==> src/rtl/tx_ctrl_pkg.sv <==
// Shared types and constants for the TX capture sequencer: FSM state
// encoding, word packing geometry and the filled-lanes byteenable helper.
package tx_ctrl_pkg;

    localparam int SYMS_PER_WORD = 4;
    localparam int WORD_W        = 32;

    typedef enum logic [1:0] {
        ST_IDLE,
        ST_RUN,
        ST_FLUSH,
        ST_DONE
    } state_t;

    // Lanes fill from bit 0 upward, so N filled lanes map to the N low mask bits.
    function automatic logic [SYMS_PER_WORD-1:0] lane_mask(input logic [2:0] filled_lanes);
        logic [SYMS_PER_WORD-1:0] m;
        m = '0;
        for (int i = 0; i < SYMS_PER_WORD; i++) begin
            if (int'(filled_lanes) > i) begin
                m[i] = 1'b1;
            end
        end
        return m;
    endfunction

endpackage

==> src/rtl/tx_capture_sequencer_if.sv <==
// s1 write port of the on-chip capture memory (no wait-states, write-only
// from the sequencer side).
interface tx_capture_sequencer_if
    import tx_ctrl_pkg::*;
#(
    parameter int ADDR_W = 10
);
    logic [ADDR_W-1:0]        mem_address;
    logic                     mem_chipselect;
    logic                     mem_clken;
    logic                     mem_write;
    logic [WORD_W-1:0]        mem_writedata;
    logic [SYMS_PER_WORD-1:0] mem_byteenable;

    modport master (
        output mem_address,
        output mem_chipselect,
        output mem_clken,
        output mem_write,
        output mem_writedata,
        output mem_byteenable
    );

    modport slave (
        input mem_address,
        input mem_chipselect,
        input mem_clken,
        input mem_write,
        input mem_writedata,
        input mem_byteenable
    );
endinterface

==> src/rtl/tx_word_packer.sv <==
// Packs PAM levels four per word. Exposes the word, lane count and byteenable
// as they would look after the current symbol is accepted.
module tx_word_packer
    import tx_ctrl_pkg::*;
#(
    parameter int LVL_W = 8
) (
    input  logic                     clk,
    input  logic                     srst,
    input  logic                     clear,
    input  logic                     accept,
    input  logic [LVL_W-1:0]         level,
    output logic [WORD_W-1:0]        word,
    output logic [2:0]               filled,
    output logic [SYMS_PER_WORD-1:0] mask
);

    logic [WORD_W-1:0] lanes_reg;
    logic [1:0]        lane_reg;

    genvar gi;
    generate
        for (gi = 0; gi < SYMS_PER_WORD; gi++) begin : g_lane
            assign word[gi*LVL_W +: LVL_W] = (accept && (lane_reg == 2'(gi)))
                                           ? level
                                           : lanes_reg[gi*LVL_W +: LVL_W];
        end
    endgenerate

    assign filled = {1'b0, lane_reg} + {2'b00, accept};
    assign mask   = lane_mask(filled);

    // A completed word leaves with the write, so the lanes restart from zero
    // and any later partial word has zeros in its unfilled lanes.
    always_ff @(posedge clk) begin
        if (srst || clear) begin
            lanes_reg <= '0;
            lane_reg  <= '0;
        end else if (accept) begin
            lane_reg  <= lane_reg + 2'd1;
            lanes_reg <= (lane_reg == 2'd3) ? '0 : word;
        end
    end

endmodule

==> src/rtl/tx_capture_sequencer.sv <==
// Runs the PRBS/PAM chain for a programmed symbol count and streams the packed
// levels into the capture memory; FSM, symbol counter and write address.
module tx_capture_sequencer
    import tx_ctrl_pkg::*;
#(
    parameter int ADDR_W = 10,
    parameter int LVL_W  = 8,
    parameter int CNT_W  = ADDR_W + 2
) (
    input  logic                   clk_clk,
    input  logic                   reset_reset_n,
    input  logic                   start,
    input  logic                   abort,
    input  logic [CNT_W-1:0]       num_symbols,
    input  logic [LVL_W-1:0]       level_in,
    input  logic                   level_valid,
    output logic                   prbs_en,
    tx_capture_sequencer_if.master mem,
    output logic                   busy,
    output logic                   done,
    output logic [CNT_W-1:0]       sym_count
);

    state_t                   state_reg, state_next;
    logic [CNT_W-1:0]         target_reg, target_next;
    logic [CNT_W-1:0]         count_reg, count_next;
    logic [ADDR_W-1:0]        addr_reg, addr_next;
    logic                     wr_next;
    logic [WORD_W-1:0]        wdata_next;
    logic [SYMS_PER_WORD-1:0] be_next;
    logic                     accept;
    logic                     pack_clear;
    logic                     srst;
    logic [WORD_W-1:0]        pk_word;
    logic [2:0]               pk_filled;
    logic [SYMS_PER_WORD-1:0] pk_mask;

    assign srst      = ~reset_reset_n;
    assign sym_count = count_reg;

    tx_word_packer #(
        .LVL_W (LVL_W)
    ) u_packer (
        .clk    (clk_clk),
        .srst   (srst),
        .clear  (pack_clear),
        .accept (accept),
        .level  (level_in),
        .word   (pk_word),
        .filled (pk_filled),
        .mask   (pk_mask)
    );

    always_comb begin
        state_next  = state_reg;
        target_next = target_reg;
        count_next  = count_reg;
        addr_next   = addr_reg;
        wr_next     = 1'b0;
        wdata_next  = '0;
        be_next     = '0;
        accept      = 1'b0;
        pack_clear  = 1'b0;

        case (state_reg)
            ST_IDLE: begin
                if (start) begin
                    count_next = '0;
                    if (num_symbols != '0) begin
                        target_next = num_symbols;
                        addr_next   = '0;
                        pack_clear  = 1'b1;
                        state_next  = ST_RUN;
                    end else begin
                        state_next = ST_DONE;
                    end
                end
            end
            ST_RUN: begin
                accept = level_valid;
                if (level_valid) begin
                    count_next = count_reg + CNT_W'(1);
                end
                if ((level_valid && (count_next == target_reg)) || abort) begin
                    state_next = ST_FLUSH;
                end
                // A full word always goes out; a partial one only on the way to FLUSH,
                // so the flush write shares the cycle with the last RUN write slot.
                if ((pk_filled == 3'd4) || ((state_next == ST_FLUSH) && (pk_filled != 3'd0))) begin
                    wr_next    = 1'b1;
                    wdata_next = pk_word;
                    be_next    = pk_mask;
                    addr_next  = addr_reg + ADDR_W'(1);
                end
            end
            ST_FLUSH: state_next = ST_DONE;
            ST_DONE:  state_next = ST_IDLE;
            default:  state_next = ST_IDLE;
        endcase
    end

    always_ff @(posedge clk_clk) begin
        if (!reset_reset_n) begin
            state_reg          <= ST_IDLE;
            target_reg         <= '0;
            count_reg          <= '0;
            addr_reg           <= '0;
            prbs_en            <= 1'b0;
            busy               <= 1'b0;
            done               <= 1'b0;
            mem.mem_address    <= '0;
            mem.mem_chipselect <= 1'b0;
            mem.mem_clken      <= 1'b0;
            mem.mem_write      <= 1'b0;
            mem.mem_writedata  <= '0;
            mem.mem_byteenable <= '0;
        end else begin
            state_reg          <= state_next;
            target_reg         <= target_next;
            count_reg          <= count_next;
            addr_reg           <= addr_next;
            prbs_en            <= (state_next == ST_RUN);
            busy               <= (state_next == ST_RUN) || (state_next == ST_FLUSH);
            done               <= (state_next == ST_DONE);
            mem.mem_chipselect <= wr_next;
            mem.mem_clken      <= wr_next;
            mem.mem_write      <= wr_next;
            mem.mem_writedata  <= wdata_next;
            mem.mem_byteenable <= be_next;
            if (wr_next) begin
                mem.mem_address <= addr_reg;
            end
        end
    end

endmodule
==> src/flat_wrapper.sv <==
// flat-port wrapper written by rule: the top's interface ports become plain ports
module tx_capture_sequencer_flat import tx_ctrl_pkg::*;
#(
    parameter int ADDR_W = 10,
    parameter int LVL_W  = 8,
    parameter int CNT_W  = ADDR_W + 2
)
  (clk_clk, reset_reset_n, start, abort, num_symbols, level_in, level_valid, prbs_en, busy, done, sym_count, mem_mem_address, mem_mem_chipselect, mem_mem_clken, mem_mem_write, mem_mem_writedata, mem_mem_byteenable);
  tx_capture_sequencer_if #(.ADDR_W(ADDR_W)) mem_i ();
  input  logic clk_clk;
  input  logic reset_reset_n;
  input  logic start;
  input  logic abort;
  input  logic [CNT_W-1:0] num_symbols;
  input  logic [LVL_W-1:0] level_in;
  input  logic level_valid;
  output logic prbs_en;
  output logic busy;
  output logic done;
  output logic [CNT_W-1:0] sym_count;
  output wire logic [$bits(mem_i.mem_address)-1:0] mem_mem_address;
  output wire logic [$bits(mem_i.mem_chipselect)-1:0] mem_mem_chipselect;
  output wire logic [$bits(mem_i.mem_clken)-1:0] mem_mem_clken;
  output wire logic [$bits(mem_i.mem_write)-1:0] mem_mem_write;
  output wire logic [$bits(mem_i.mem_writedata)-1:0] mem_mem_writedata;
  output wire logic [$bits(mem_i.mem_byteenable)-1:0] mem_mem_byteenable;
  assign mem_mem_address = mem_i.mem_address;
  assign mem_mem_chipselect = mem_i.mem_chipselect;
  assign mem_mem_clken = mem_i.mem_clken;
  assign mem_mem_write = mem_i.mem_write;
  assign mem_mem_writedata = mem_i.mem_writedata;
  assign mem_mem_byteenable = mem_i.mem_byteenable;
  tx_capture_sequencer #(.ADDR_W(ADDR_W), .LVL_W(LVL_W), .CNT_W(CNT_W)) u_core (.clk_clk(clk_clk), .reset_reset_n(reset_reset_n), .start(start), .abort(abort), .num_symbols(num_symbols), .level_in(level_in), .level_valid(level_valid), .prbs_en(prbs_en), .mem(mem_i), .busy(busy), .done(done), .sym_count(sym_count));
endmodule
==> config.mk <==
export PLATFORM = sky130hd
export DESIGN_NAME = tx_capture_sequencer_flat
export DESIGN_NICKNAME = d
export VERILOG_FILES = /design/src/rtl/tx_ctrl_pkg.sv /design/src/rtl/tx_capture_sequencer_if.sv /design/src/rtl/tx_word_packer.sv /design/src/rtl/tx_capture_sequencer.sv /design/src/flat_wrapper.sv
export SDC_FILE = /design/constraint.sdc
export NUM_CORES = 1
export LEC_CHECK = 0
export CAP_MARGIN = 20
export CORE_ASPECT_RATIO = 0.9
export CORE_MARGIN = 4
export CORE_UTILIZATION = 40
export CTS_BUF_LIST = sky130_fd_sc_hd__clkbuf_2 sky130_fd_sc_hd__clkbuf_4 sky130_fd_sc_hd__clkbuf_8
export CTS_CLUSTER_DIAMETER = 120
export DETAILED_ROUTE_END_ITERATION = 12
export PLACE_DENSITY_LB_ADDON = 0.2
export SLEW_MARGIN = 15
export SYNTH_ARGS = -nofsm -noshare
export SYNTH_HDL_FRONTEND = slang
export SYNTH_SLANG_ARGS = --single-unit
==> constraint.sdc <==
create_clock -name clk_clk -period 2.95 [get_ports clk_clk]
set_input_delay 0.4425 -clock clk_clk [delete_from_list [all_inputs] [get_ports clk_clk]]
set_output_delay 0.4425 -clock clk_clk [all_outputs]
set_load 0.02 [all_outputs]
==> out/metrics.csv, run 1 <==
metric,value,unit
cts-resized-gates,0,
final_common_cell,dfxtp_1,
grt_pass1_vias,4365,
drtAntennaViolNets,0,
synth.area.top_cells,"dfxtp_1, nand2_1, nor2_1",
wl_per_cell,15.2,um
grt_busiest_layer,met2,
via_per_inst,5.30,
portBuffers,88,
grt_pass1_wl,21400,um
post-route-util,54.5,%
numCtsBuffers,17,
ios,89,
routed_wirelength,13100,um
slew_violations,0,
track_usage,18.6,%
drtPass1Iterations,5,
rsz0062_at_grt,no,
required,3.30,ns
die_w,126,um
root_buffer,clkbuf_8,
fp-row-count,38,
core_area,0.0122,mm2
clk_latency,0.44,ns
synth_seq_area_share,47.8,%
clkSinkCount,120,
cellPowerDensity,528,mW/mm2
fp.dieH,114,um
end_kind,flop,
worstSetupPathType,reg -> reg,
met2_usage,30.2,%
synthFlopType,dfxtp_1,
netlist.top_cell.by_area,dfxtp_1,
fin_tns_setup,0,ns
final_nets,720,
synthSimpleGateAreaFrac,22.4,%
fin_crit_sh,93.2,%
syn_inst,578,
n_antenna_cell,0,
ys_ff_latch,120,
die_area,0.0144,mm2
cts_tree,yes,
status,"finished, final reports clean",
synth-adder-area-share,2.74,%
vias,4543,
syn-cell-area,0.00503,mm2
design_area,0.00664,mm2
drc,0,
maxCapViolations,0,
syn_to_final_growth,32.0,%
use_met3,4.48,%
drive_gt1_share,11.9,%
synth_mux_area_share,5.40,%
avgSynthCellArea,8.70,um2
ys_warn_count,0,
skew,0.00774,ns
layout.cells.non_filler,857,
finalSetupViolCount,0,
fmax,0.364,GHz
cellLeakagePower,2.52,nW
synthArstFlopShare,0,%
grt_overflow_total,0,
whs,0.443,ns
clockBufferDepth,2,
synth-compound-area-share,14.9,%
antenna_found_initial,0,
dpl.cell_count,825,
dpl_cell_area,0.00621,mm2
synth_top_family_by_area,simple AND/OR/NAND/NOR gates,
start_util,41.3,%
postCtsSetupBuffers,0,
path_max_fanout,37,
hold_buffers,0,
drtIter0Drc,308,
synth.top_cell.area_share,47.8,%
postSynthNetCount,614,
worstPathArrival,3.10,ns
layout_common_cells,"dfxtp_1, clkdlybuf4s50_1, nand2_1, nor2_1, a21oi_1",
hold_path.class,reg -> reg,
ir_drop,0.341,mV
cts.clk_slew.worst_paths,0.07,ns
yosys.area_share.xor_xnor,2.61,%
grt_max_degree,38,
tightest_slew,0.700,ns
met1_usage,24.1,%
hpwl,9270,um
hold_viol,0,
place_congestion,0.842,
critPathLaunchType,flop,
fin_crit,2.75,ns
synth.distinct_cells,52,
h-tree-depth,4,
slew_headroom,53.3,%
synth_edf_count,0,
-- report_power, final --
part           internal, mW  total (mW)  switching (mW)
logic                 0.140       0.339           0.198
clock network         0.839        1.50           0.660
registers              1.65        1.67          0.0200
total                  2.63        3.50           0.878
-- routing by layer --
layer  routed length, um  vias to the layer above
met3                 838                       23
met4                 226                        0
met1                5870                     2162
met2                6130                      150
li1                    -                     2208
met5                   0                        -
-- worst paths after layout --
check,cells after the start,endpoint,start,slack [ns]
hold / removal,2,u_core.u_packer.lanes_reg[27],u_core.u_packer.lanes_reg[27],0.44
hold reg to reg,2,u_core.u_packer.lanes_reg[27],u_core.u_packer.lanes_reg[27],0.44
setup / recovery,10,u_core.mem.mem_byteenable[2],u_core.sym_count[1],0.20
setup reg to reg,10,u_core.mem.mem_byteenable[2],u_core.sym_count[1],0.20
-- cell type report --
cell class,instances,area [um2]
clock buffer,22,290
tap,160,200
fill,1137,5540
clock inverter,10,118
multi-input combinational,413,2430
sequential,120,2410
timing repair buffer,122,1150
inverter,10,37.5
-- through the flow --
stage / setup WS [ns] / power (mW)
floorplan: 0.0541 / 1.90
global placement: -0.214 / 2.03
detailed placement: -0.437 / 2.04
CTS: 0.0113 / 3.54
global route: 0.000487 / 3.63
finish: 0.201 / 3.50
-- synthesized netlist by cell type, types with 9 or more instances --
| library cell | n |
|---|---|
| nand2_1 | 86 |
| and3_1 | 9 |
| nand3_1 | 13 |
| a22oi_1 | 24 |
| nor2b_1 | 10 |
| inv_1 | 10 |
| mux2i_1 | 26 |
| dfxtp_1 | 120 |
| nor2_1 | 82 |
| a21oi_1 | 50 |
| o21ai_0 | 17 |
| clkbuf_1 | 21 |
| ha_1 | 11 |
-- kinds of logic after synthesis --
kind of cell,Yosys count
adders and majority gates,11
muxes,27
AOI/OAI and AO/OA,119
buffers and inverters,45
xor gates and xnor gates,15
DFF,120
and+or+nand+nor,241
-- worst max-delay path, stage by stage (launching register included) --
cell and delay [ns]:
dfxtp_1 0.34, ha_2 0.25, nand4_1 0.17, nor3_2 0.24, xnor2_1 0.16, nand4_1 0.17, o41ai_4 0.47, o21ai_2 0.17
or2_1 0.27, buf_12 0.18, a211oi_1 0.25
No activity file was read; power rests on OpenSTA's default activity.
==> run 2, diff against run 1 <==
--- a/config.mk
+++ b/config.mk
@@ -8,12 +8,12 @@
 export CAP_MARGIN = 20
 export CORE_ASPECT_RATIO = 0.9
 export CORE_MARGIN = 4
-export CORE_UTILIZATION = 40
+export CORE_UTILIZATION = 49
 export CTS_BUF_LIST = sky130_fd_sc_hd__clkbuf_2 sky130_fd_sc_hd__clkbuf_4 sky130_fd_sc_hd__clkbuf_8
 export CTS_CLUSTER_DIAMETER = 120
 export DETAILED_ROUTE_END_ITERATION = 12
 export PLACE_DENSITY_LB_ADDON = 0.2
-export SLEW_MARGIN = 15
+export SLEW_MARGIN = 40
 export SYNTH_ARGS = -nofsm -noshare
 export SYNTH_HDL_FRONTEND = slang
 export SYNTH_SLANG_ARGS = --single-unit
==> out/metrics.csv, run 2 (synthesis results as in run 1) <==
metric,value,unit,change
status,"finished, final reports clean",,
path_delay_family,simple AND/OR/NAND/NOR gates,,
numCtsBuffers,17,,unchanged
fp.dieH,104,um,-9.0%
grt_pass1_vias,4350,,-0.34%
final_common_cell,dfxtp_1,,
cp_slowest_cell,o41ai_4,,
h-tree-depth,4,,unchanged
vias,4579,,+0.79%
drtIter0Drc,368,,+19%
layout_common_cells,"dfxtp_1, clkdlybuf4s50_1, nand2_1, nor2_1, a21oi_1",,
routed_wirelength,13200,um,+1.3%
critPathLaunch,u_core.sym_count[1],,
final_nets,721,,+0.14%
dpl.cell_count,792,,-4.0%
drtAntennaViolNets,0,,unchanged
worstSetupPathType,reg -> reg,,
finalSetupViolCount,0,,unchanged
worst_path_most_repeated_cell,buf_4,,
drc,0,,unchanged
total_power,3.52,mW,+0.45%
root_buffer,clkbuf_8,,
start_util,51.2,%,+9.9 points
die_area,0.0119,mm2,-17%
cellPowerDensity,533,mW/mm2,+0.86%
end_kind,flop,,
place_congestion,0.864,,+2.6%
hpwl,9240,um,-0.37%
grt_pass1_wl,21200,um,-1.1%
ir_drop,0.357,mV,+4.7%
slew_violations,0,,unchanged
slew_headroom,54.4,%,+1.1 points
fin_crit_sh,92.5,%,-0.72 points
worstPathCellList,ha_1 -> buf_4 -> nand3_1 -> nor2_1 -> xnor2_1 -> nand4_1 -> o41ai_4 -> buf_4 -> o211ai_1 -> or4_1 -> a21oi_1,,
hold_path.class,reg -> reg,,
drtPass1Iterations,5,,unchanged
drive_gt1_share,11.7,%,-0.16 points
layout.cells.non_filler,824,,-3.9%
via_per_inst,5.56,,+4.8%
wl_per_cell,16.1,um,+5.4%
cts_tree,yes,,
skew,0.0120,ns,+0.00421 ns
grt_max_degree,38,,unchanged
syn_to_final_growth,31.4,%,
ios,89,,unchanged
clk_latency,0.43,ns,about the same
clockBufferDepth,2,,unchanged
portBuffers,88,,unchanged
min-delay-start,u_core.u_packer.lanes_reg[28],,
fmax,0.367,GHz,+0.78%
maxCapViolations,0,,unchanged
n_antenna_cell,0,,unchanged
fin_crit,2.73,ns,-0.0212 ns
path_max_fanout,6,,-84%
r2r_start,u_core.sym_count[1],,
whs,0.440,ns,-0.00273 ns
required,3.31,ns,about the same
hold_viol,0,,unchanged
worst-path-buf-inv,2,,+1
worstPathArrival,3.09,ns,about the same
cellLeakagePower,2.52,nW,about the same
rsz0062_at_grt,no,,
critPathLaunchType,flop,,
grt_overflow_total,0,,unchanged
antenna_found_initial,0,,unchanged
track_usage,22.1,%,+3.5 points
die_w,115,um,-9.0%
max_stage_delay,0.43,ns,-0.04 ns
core_area,0.00983,mm2,-19%
tightest_slew,0.683,ns,-0.0166 ns
cts.clk_slew.worst_paths,0.08,ns,about the same
fp-row-count,34,,-11%
clkSinkCount,120,,unchanged
-- run 2: cell types whose count changed in the layout (fill, tap and decap cells not counted), moves of 2 or more --
| cell | before | now |
|---|---|---|
| clkinvlp_4 | 1 | 3 |
| clkinv_2 | 3 | 1 |
| dfxtp_1 | 116 | 119 |
| dfxtp_2 | 4 | 1 |
| clkbuf_4 | 2 | 0 |
| inv_6 | 2 | 5 |
| clkbuf_8 | 20 | 18 |
-- run 2: final cells by class --
cell class / instances / area (um2)
Inverter: 10 / 37.5
Multi-Input combinational cell: 413 / 2440
Clock buffer: 18 / 248
Fill cell: 799 / 3220
Tap cell: 126 / 158
Sequential cell: 120 / 2400
Timing Repair Buffer: 123 / 1160
Clock inverter: 14 / 160
-- run 2: path summary, 6_finish.rpt --
path                                                      end  slack (ns)  cells past startpoint
worst max-delay path                       u_core.addr_reg[9]        0.22                     11
worst min-delay path            u_core.u_packer.lanes_reg[28]        0.44                      2
worst max register to register             u_core.addr_reg[9]        0.22                     11
worst min register to register  u_core.u_packer.lanes_reg[28]        0.44                      2
-- run 2: routing by layer --
metal | up-vias | share of wire, % | track usage [%]
li1 | 2221 | - | -
met1 | 2148 | 44 | 30.2
met2 | 177 | 47 | 34.5
met3 | 33 | 7.5 | 5.41
met4 | 0 | 2.2 | 6.45
met5 | - | 0 | 0
-- run 2: power breakdown --
part	switching [mW]	leakage (nW)	internal (mW)	total (mW)
combinational	0.202	1.35	0.141	0.343
clock	0.719	0.199	0.792	1.51
sequential	0.0198	0.970	1.65	1.67
total	0.941	2.52	2.58	3.52
-- run 2: worst reg2reg max path: stages (launching register included) --
cell and delay, ns:
dfxtp_1 0.42, ha_1 0.23, buf_4 0.15, nand3_1 0.11, nor2_1 0.16, xnor2_1 0.16
nand4_1 0.17, o41ai_4 0.43, buf_4 0.19, o211ai_1 0.10, or4_1 0.40, a21oi_1 0.14
-- run 2: through the flow --
| step | setup TNS [ns] | instance area [um2] | setup slack [ns] | utilization [%] |
|---|---|---|---|---|
| detailed placement | -11.55 | 6170 | -0.289 | 62.8 |
| global route | 0 | 6610 | 0.0167 | 67.3 |
| finish | 0 | 6610 | 0.222 | 67.3 |
| CTS | 0 | 6580 | 0.140 | 67.0 |
| global placement | -7.54 | 6170 | -0.226 | 62.8 |
| floorplan | 0 | 5030 | 0.0541 | - |
-- run 2: repair_timing --
item,CTS,global route
setup buffers,0,0
setup endpoints to repair,0,9
gates resized for setup,0,6
hold buffers,0,0
